### src/rtl/ccx_emem_arbiter.sv
// Two-requester arbiter for the core complex external memory port.
// Owns one emem transaction at a time and returns its response (or a timeout error) to the requester that was granted.
module ccx_emem_arbiter #(
  parameter int AW             = 39,
  parameter int DW             = 64,
  parameter int TIMEOUT_CYCLES = 255
) (
  input  logic            g_clk,
  input  logic            g_resetn,

  input  logic            r0_req,
  input  logic            r0_rtype,
  input  logic [AW-1:0]   r0_addr,
  input  logic            r0_wen,
  input  logic [DW/8-1:0] r0_strb,
  input  logic [DW-1:0]   r0_wdata,
  output logic            r0_gnt,
  output logic            r0_err,
  output logic [DW-1:0]   r0_rdata,

  input  logic            r1_req,
  input  logic            r1_rtype,
  input  logic [AW-1:0]   r1_addr,
  input  logic            r1_wen,
  input  logic [DW/8-1:0] r1_strb,
  input  logic [DW-1:0]   r1_wdata,
  output logic            r1_gnt,
  output logic            r1_err,
  output logic [DW-1:0]   r1_rdata,

  output logic            emem_req,
  output logic            emem_rtype,
  output logic [AW-1:0]   emem_addr,
  output logic            emem_wen,
  output logic [DW/8-1:0] emem_strb,
  output logic [DW-1:0]   emem_wdata,
  input  logic            emem_gnt,
  input  logic            emem_err,
  input  logic [DW-1:0]   emem_rdata,

  output logic            timeout
);

  localparam int SW = DW / 8;
  localparam int CW = (TIMEOUT_CYCLES > 1) ? $clog2(TIMEOUT_CYCLES) : 1;
  localparam bit TO_EN = (TIMEOUT_CYCLES != 0);
  localparam logic [CW-1:0] TO_LAST = (TIMEOUT_CYCLES > 0) ? CW'(TIMEOUT_CYCLES - 1) : '0;

  typedef enum logic {IDLE, BUSY} state_t;

  typedef struct packed {
    logic          rtype;
    logic [AW-1:0] addr;
    logic          wen;
    logic [SW-1:0] strb;
    logic [DW-1:0] wdata;
  } req_t;

  state_t        state_q, state_d;
  logic          owner_q, owner_d;
  logic          last_q, last_d;
  logic          emem_req_q, emem_req_d;
  req_t          req_q, req_d;
  logic [CW-1:0] count_q, count_d;

  req_t          in0, in1;
  logic          win;
  logic          resp_vld;
  logic          resp_err;
  logic [DW-1:0] resp_rdata;
  logic          to_pulse;

  assign in0 = '{rtype: r0_rtype, addr: r0_addr, wen: r0_wen, strb: r0_strb, wdata: r0_wdata};
  assign in1 = '{rtype: r1_rtype, addr: r1_addr, wen: r1_wen, strb: r1_strb, wdata: r1_wdata};

  // NOTE: every signal driven here gets a default first, so no path can infer a latch.
  always_comb begin
    state_d    = state_q;
    owner_d    = owner_q;
    last_d     = last_q;
    emem_req_d = emem_req_q;
    req_d      = req_q;
    count_d    = count_q;
    win        = 1'b0;
    resp_vld   = 1'b0;
    resp_err   = 1'b0;
    resp_rdata = '0;
    to_pulse   = 1'b0;

    unique case (state_q)
      IDLE: begin
        if (r0_req || r1_req) begin
          // On a tie the port that did not win last time goes first.
          win        = (r0_req && r1_req) ? ~last_q : r1_req;
          owner_d    = win;
          last_d     = win;
          req_d      = win ? in1 : in0;
          emem_req_d = 1'b1;
          count_d    = '0;
          state_d    = BUSY;
        end
      end
      BUSY: begin
        count_d = count_q + 1'b1;
        if (emem_gnt) begin
          resp_vld   = 1'b1;
          resp_err   = emem_err;
          resp_rdata = emem_rdata;
          emem_req_d = 1'b0;
          state_d    = IDLE;
        end else if (TO_EN && (count_q == TO_LAST)) begin
          resp_vld   = 1'b1;
          resp_err   = 1'b1;
          to_pulse   = 1'b1;
          emem_req_d = 1'b0;
          state_d    = IDLE;
        end
      end
      default: state_d = IDLE;
    endcase
  end

  // NOTE: state registers use non-blocking assignments so every flop samples pre-edge values.
  always_ff @(posedge g_clk or negedge g_resetn) begin
    if (!g_resetn) begin
      state_q    <= IDLE;
      owner_q    <= 1'b0;
      last_q     <= 1'b1;
      emem_req_q <= 1'b0;
      req_q      <= '0;
      count_q    <= '0;
    end else begin
      state_q    <= state_d;
      owner_q    <= owner_d;
      last_q     <= last_d;
      emem_req_q <= emem_req_d;
      req_q      <= req_d;
      count_q    <= count_d;
    end
  end

  assign emem_req   = emem_req_q;
  assign emem_rtype = req_q.rtype;
  assign emem_addr  = req_q.addr;
  assign emem_wen   = req_q.wen;
  assign emem_strb  = req_q.strb;
  assign emem_wdata = req_q.wdata;

  assign r0_gnt   = resp_vld & ~owner_q;
  assign r0_err   = resp_err & ~owner_q;
  assign r0_rdata = owner_q ? '0 : resp_rdata;
  assign r1_gnt   = resp_vld & owner_q;
  assign r1_err   = resp_err & owner_q;
  assign r1_rdata = owner_q ? resp_rdata : '0;
  assign timeout  = to_pulse;

endmodule
### config.mk
export PLATFORM = sky130hd
export DESIGN_NAME = ccx_emem_arbiter
export DESIGN_NICKNAME = d
export VERILOG_FILES = /design/src/rtl/ccx_emem_arbiter.sv
export SDC_FILE = /design/constraint.sdc
export NUM_CORES = 1
export LEC_CHECK = 0
export CAP_MARGIN = 5
export CORE_AREA = 2 2 212 214
export DETAILED_ROUTE_END_ITERATION = 16
export DIE_AREA = 0 0 214 216
export PLACE_DENSITY = 0.56
export SLEW_MARGIN = 10
export SYNTH_ARGS = -nofsm -noshare
export SYNTH_HDL_FRONTEND = slang
export SYNTH_SLANG_ARGS = --single-unit
### constraint.sdc
create_clock -name g_clk -period 2.7 [get_ports g_clk]
set_input_delay 0.27 -clock g_clk [delete_from_list [all_inputs] [get_ports g_clk]]
set_output_delay 0.27 -clock g_clk [all_outputs]
set_load 0.02 [all_outputs]
Word-level counts from Yosys, hierarchy flattened. Index checks and enable logic that the tools add are counted.

Register bits after elaboration: 125. Bits of input ports: 296. Output and inout bits: 247. Logic and storage cells: 48.

Add/sub/neg operators: 1. Eq/ne operators: 3. Multiplexer cells: 23. Bitwise logic cells: 7. Reduce and logical (&&, ||, !) cells: 4.

Operator list (number): two-way mux 64 bit (4); two-way mux 113 bit (1); case mux 8 bit (2 select lines) (1); two-way mux 1 bit (14); adder 8 x 1 -> 8 bit (second input constant) (1); == test 8 bit (second input constant) (1); two-way mux 8 bit (1); AND 1 bit (4); case mux 1 bit (2 select lines) (2); AND reduction 2 bit (2); != test 3 x 2 -> 1 bit (second input constant) (1); inverter 1 bit (3); != test 2 bit (second input constant) (1); logical AND 1 bit (1); logical OR 1 bit (1).

Logic depth before layout (Yosys ltp).
Depth after elaboration: 5. Depth in mapped cells: 6.

Least setup slack after synthesis. OpenSTA, ideal clock, no wires.

Kind: reg-to-output. Start point: register count_q[0]. End point: output r0_err. Arrival: 1.414 ns. Path slack: 1.016 ns. Cell stages (with the launch flop): 6. Buffers on the path: 0. Path through: dfrtp_1 inv_1 ha_1 nand3_1 or3_1 a21oi_1.

Word-level cells in the longest chain between the ends: 5.

Ends and longest elaborated chain: from (decl) (line 64) `logic [CW-1:0] count_q, count_d;`; from (signal assigned) (line 138) `count_q <= count_d;`; == test 8 bit (line 111) `end else if (TO_EN && (count_q == TO_LAST)) begin`; two-way mux 1 bit (line 111); two-way mux 1 bit (line 105) `if (emem_gnt) begin`; two-way mux 1 bit (line 90) `unique case (state_q)`; AND 1 bit (line 150) `assign r0_err = resp_err & ~owner_q;`; to (decl) (line 18) `output logic r0_err,`.

No other way between the ends.

Final worst setup path.
Start point: register count_q[0]. End point: output timeout.

Word-level cells in the longest chain between the ends: 4.

Ends and longest elaborated chain: == test 8 bit (line 111); two-way mux 1 bit (line 111); two-way mux 1 bit (line 105); two-way mux 1 bit (line 90); to (decl) (line 41) `output logic timeout`.

No other way between the ends.

==> results.sh <==
export IMPL_status="complete, no violations"
export IMPL_routedWlPerCell_um=18.86
export IMPL_antenna_found_initial=2
export IMPL_drcViolationCount=0
export IMPL_fin_crit_ns=2.559
export IMPL_path_cells="inv_1 -> ha_1 -> nand3_1 -> nor3_1 -> clkdlybuf4s50_1"
export IMPL_grt_usage_pct=15.54
export IMPL_finClkSkew_ns=0.02389
export IMPL_dpl_instance_area_sq_um=13340
export IMPL_port_buffers=542
export IMPL_avgSynthCellArea_sq_um=8.516
export IMPL_crit_type="register to primary output"
export IMPL_multiInputGateArea_sq_um=3541
export IMPL_vias_per_cell=4.070
export IMPL_first_iter_violations=499
export IMPL_synthTopCellsByArea="dfrtp_1, a21oi_2, and2_1, a21oi_1, nand2_1"
export IMPL_cts_sinks=125
export IMPL_crit_path_top_delay_cell="clkdlybuf4s50_1"
export IMPL_cts_root_buf="clkbuf_16"
export IMPL_hold_class="input port to register"
export IMPL_globalplace_congestion=0.8598
export IMPL_fin_crit_sh_pct=94.77
export IMPL_route_vias_total=7928
export IMPL_final_util_pct=31.94
export IMPL_worstRegToRegCells=5
export IMPL_synth_seq_area_share_pct=44.43
export IMPL_setup_violations=0
export IMPL_ys_ff_latch=125
export IMPL_yosysTopAreaCell="dfrtp_1"
export IMPL_regArea_sq_um=3129
export IMPL_end_kind="primary output"
export IMPL_p_leak_nw=5.495
export IMPL_synthArstFlopShare_pct=100.0
export IMPL_cts_buffers=17
export IMPL_hold_ws_ns=0.3516
export IMPL_dp_cells=1915
export IMPL_whs_path_depth=3
export IMPL_drtAntennaViolNets=0
export IMPL_syn_area_sq_um=7043
export IMPL_postCtsSetupBuffers=0
export IMPL_core_area_sq_um=43840
export IMPL_yosysWarnings=0
export IMPL_routed_wl_mm=36.75
export IMPL_fillerInstances=4577
export IMPL_syn_to_final_growth_pct=98.77
export IMPL_synth_nets=1125
export IMPL_die_area_sq_um=46220
export IMPL_final_cells=1948
export IMPL_cts_max_level=4
export IMPL_finalMaxSlewViolations=0
export IMPL_max_slew_margin_pct=63.82
export IMPL_clock_latency_ns=0.46
export IMPL_rsz0062_at_grt="false"
export IMPL_synth_top_area_share_pct=44.06
export IMPL_finalPower_mw=11.73
export IMPL_ys_types=34
export IMPL_design_area_sq_um=14000
export IMPL_cp_required_ns=2.43
export IMPL_clockBufferDepth=2
export IMPL_p_per_area_nw_per_um2=838.2
export IMPL_crit_arrival_ns=2.29
export IMPL_setup_tns_ns=0
export IMPL_finalHoldViolations=0
export IMPL_tightest_slew_ns=0.5427
export IMPL_die_h_um=216
export IMPL_fmax_mhz=390.8
export IMPL_finalNetCount=1641
export IMPL_floorplan_rows=77
export IMPL_synth_cells=827
export IMPL_first_global_vias=8319
export IMPL_synth_edf_count=0
export IMPL_worstSetupStartpointType="register"
export IMPL_vdd_drop_max_mv=0.2979
export IMPL_firstDrtPassIters=4
export IMPL_place_detailed_hpwl_mm=28.88
export IMPL_ios=543
export IMPL_drive_above_1_share_pct=13.94
export IMPL_max_cap_violations=0
export IMPL_grt_pass1_wl_mm=53.23
export IMPL_grt_max_degree=73
export IMPL_r2r_setup_slack_ns=1.02
export IMPL_clkTransAtPathRegs_ns=0.06
export IMPL_cp_max_fo=4
export IMPL_synth_top_flop_cell="dfrtp_1"
export IMPL_overflow=0
export IMPL_cpPeakStageDelay_ns=0.72
export IMPL_start_util_pct=16.07
export IMPL_worst_slack_ns=0.1413
export IMPL_die_w_um=214
export IMPL_post_place_ws_ns=0.3801
export IMPL_diodes=0
export IMPL_cts_tree="done"
metal layers:
metal / vias to the layer above / track usage, % / part of all wire [%]
met4: 2 / 9.441 / 5.3
met1: 3758 / 15.86 / 36
met3: 57 / 4.510 / 6.5
li1: 3761 / - / -
met5: - / 0 / 0.035
met2: 350 / 28.06 / 52
report_power, final:
part           internal [mW]  switching [mW]  total, mW
sequential              2.63           0.457       3.08
clock                   1.67           0.944       2.61
combinational           2.83            3.21       6.04
worst max-delay path, delay by kind of cell, from the launching register on:
kind,cells,cell delay (ns)
fa+ha+maj,1,0.13
buf+inv,2,0.79
flops,1,0.42
simple gates,2,0.48
area by class of cell:
class	count	area share [%]
flip-flops and latches	125	22.35
inverters	3	0.08044
multi-input cells	634	25.29
well taps	592	5.291
clock inverters	13	1.519
repair buffers	562	42.30
clock buffers	19	3.164
cell usage in the layout (no fill, tap or decap), types with 2 or more instances in the layout:
master,instances
mux2i_1,2
a21oi_2,103
clkinvlp_4,3
nor2_2,2
buf_4,13
o211ai_1,3
clkdlybuf4s50_1,512
buf_12,33
a31oi_1,2
inv_1,3
nor2_1,117
dfrtp_1,124
ha_1,2
and2_1,128
inv_6,2
o21a_1,2
nand2_1,123
a21oi_1,126
o21ai_0,3
bufinv_16,5
clkbuf_16,17
o31ai_1,3
nand3_1,5
dlygate4sd2_1,2
clkinv_4,2
repair_timing:
item / CTS / global route
resized for setup: 2 / 0
hold buffers: 1 / 0
endpoints found under the setup margin: 2 / 0
endpoints found under the hold margin: 43 / 0
worst paths after layout:
check | start | to
setup / recovery | count_q[0]$_DFFE_PN0P_ | timeout
hold / removal | r0_strb[5] | emem_strb[5]$_DFFE_PN0P_
setup reg to reg | state_q$_DFF_PN0_ | emem_addr[38]$_DFFE_PN0P_
hold reg to reg | count_q[7]$_DFFE_PN0P_ | count_q[7]$_DFFE_PN0P_
max in group asynchronous | g_resetn | emem_addr[16]$_DFFE_PN0P_
min in group asynchronous | g_resetn | emem_wdata[56]$_DFFE_PN0P_
registers in the layout (all words and copies together), names as in the netlist:
register,flops
emem_req,1
last_q,1
emem_rtype,1
emem_addr,39
emem_strb,8
emem_wen,1
count_q,8
state_q,1
owner_q,1
emem_wdata,64
synth_stat cells (3+ instances only):
| cell type | number |
|---|---|
| and2_1 | 128 |
| a21oi_1 | 126 |
| dfrtp_1 | 124 |
| nand2_1 | 123 |
| nor2_1 | 117 |
| a21oi_2 | 103 |
| buf_2 | 36 |
| clkbuf_1 | 13 |
| buf_6 | 8 |
| buf_4 | 7 |
| nand3_1 | 5 |
| inv_1 | 3 |
| o211ai_1 | 3 |
| o21ai_0 | 3 |
| o31ai_1 | 3 |
kinds of logic after synthesis:
kind of cell               Yosys count  synth area share [%]
buffers and inverters               68                 5.632
xor gates and xnor gates             1                0.1244
muxes                                2                0.2843
AOI/OAI and AO/OA                  249                 23.96
and+or+nand+nor                    380                 25.21
adders and majority gates            2                0.3552
DFF                                125                 44.43
No activity file was read; power rests on OpenSTA's default activity.
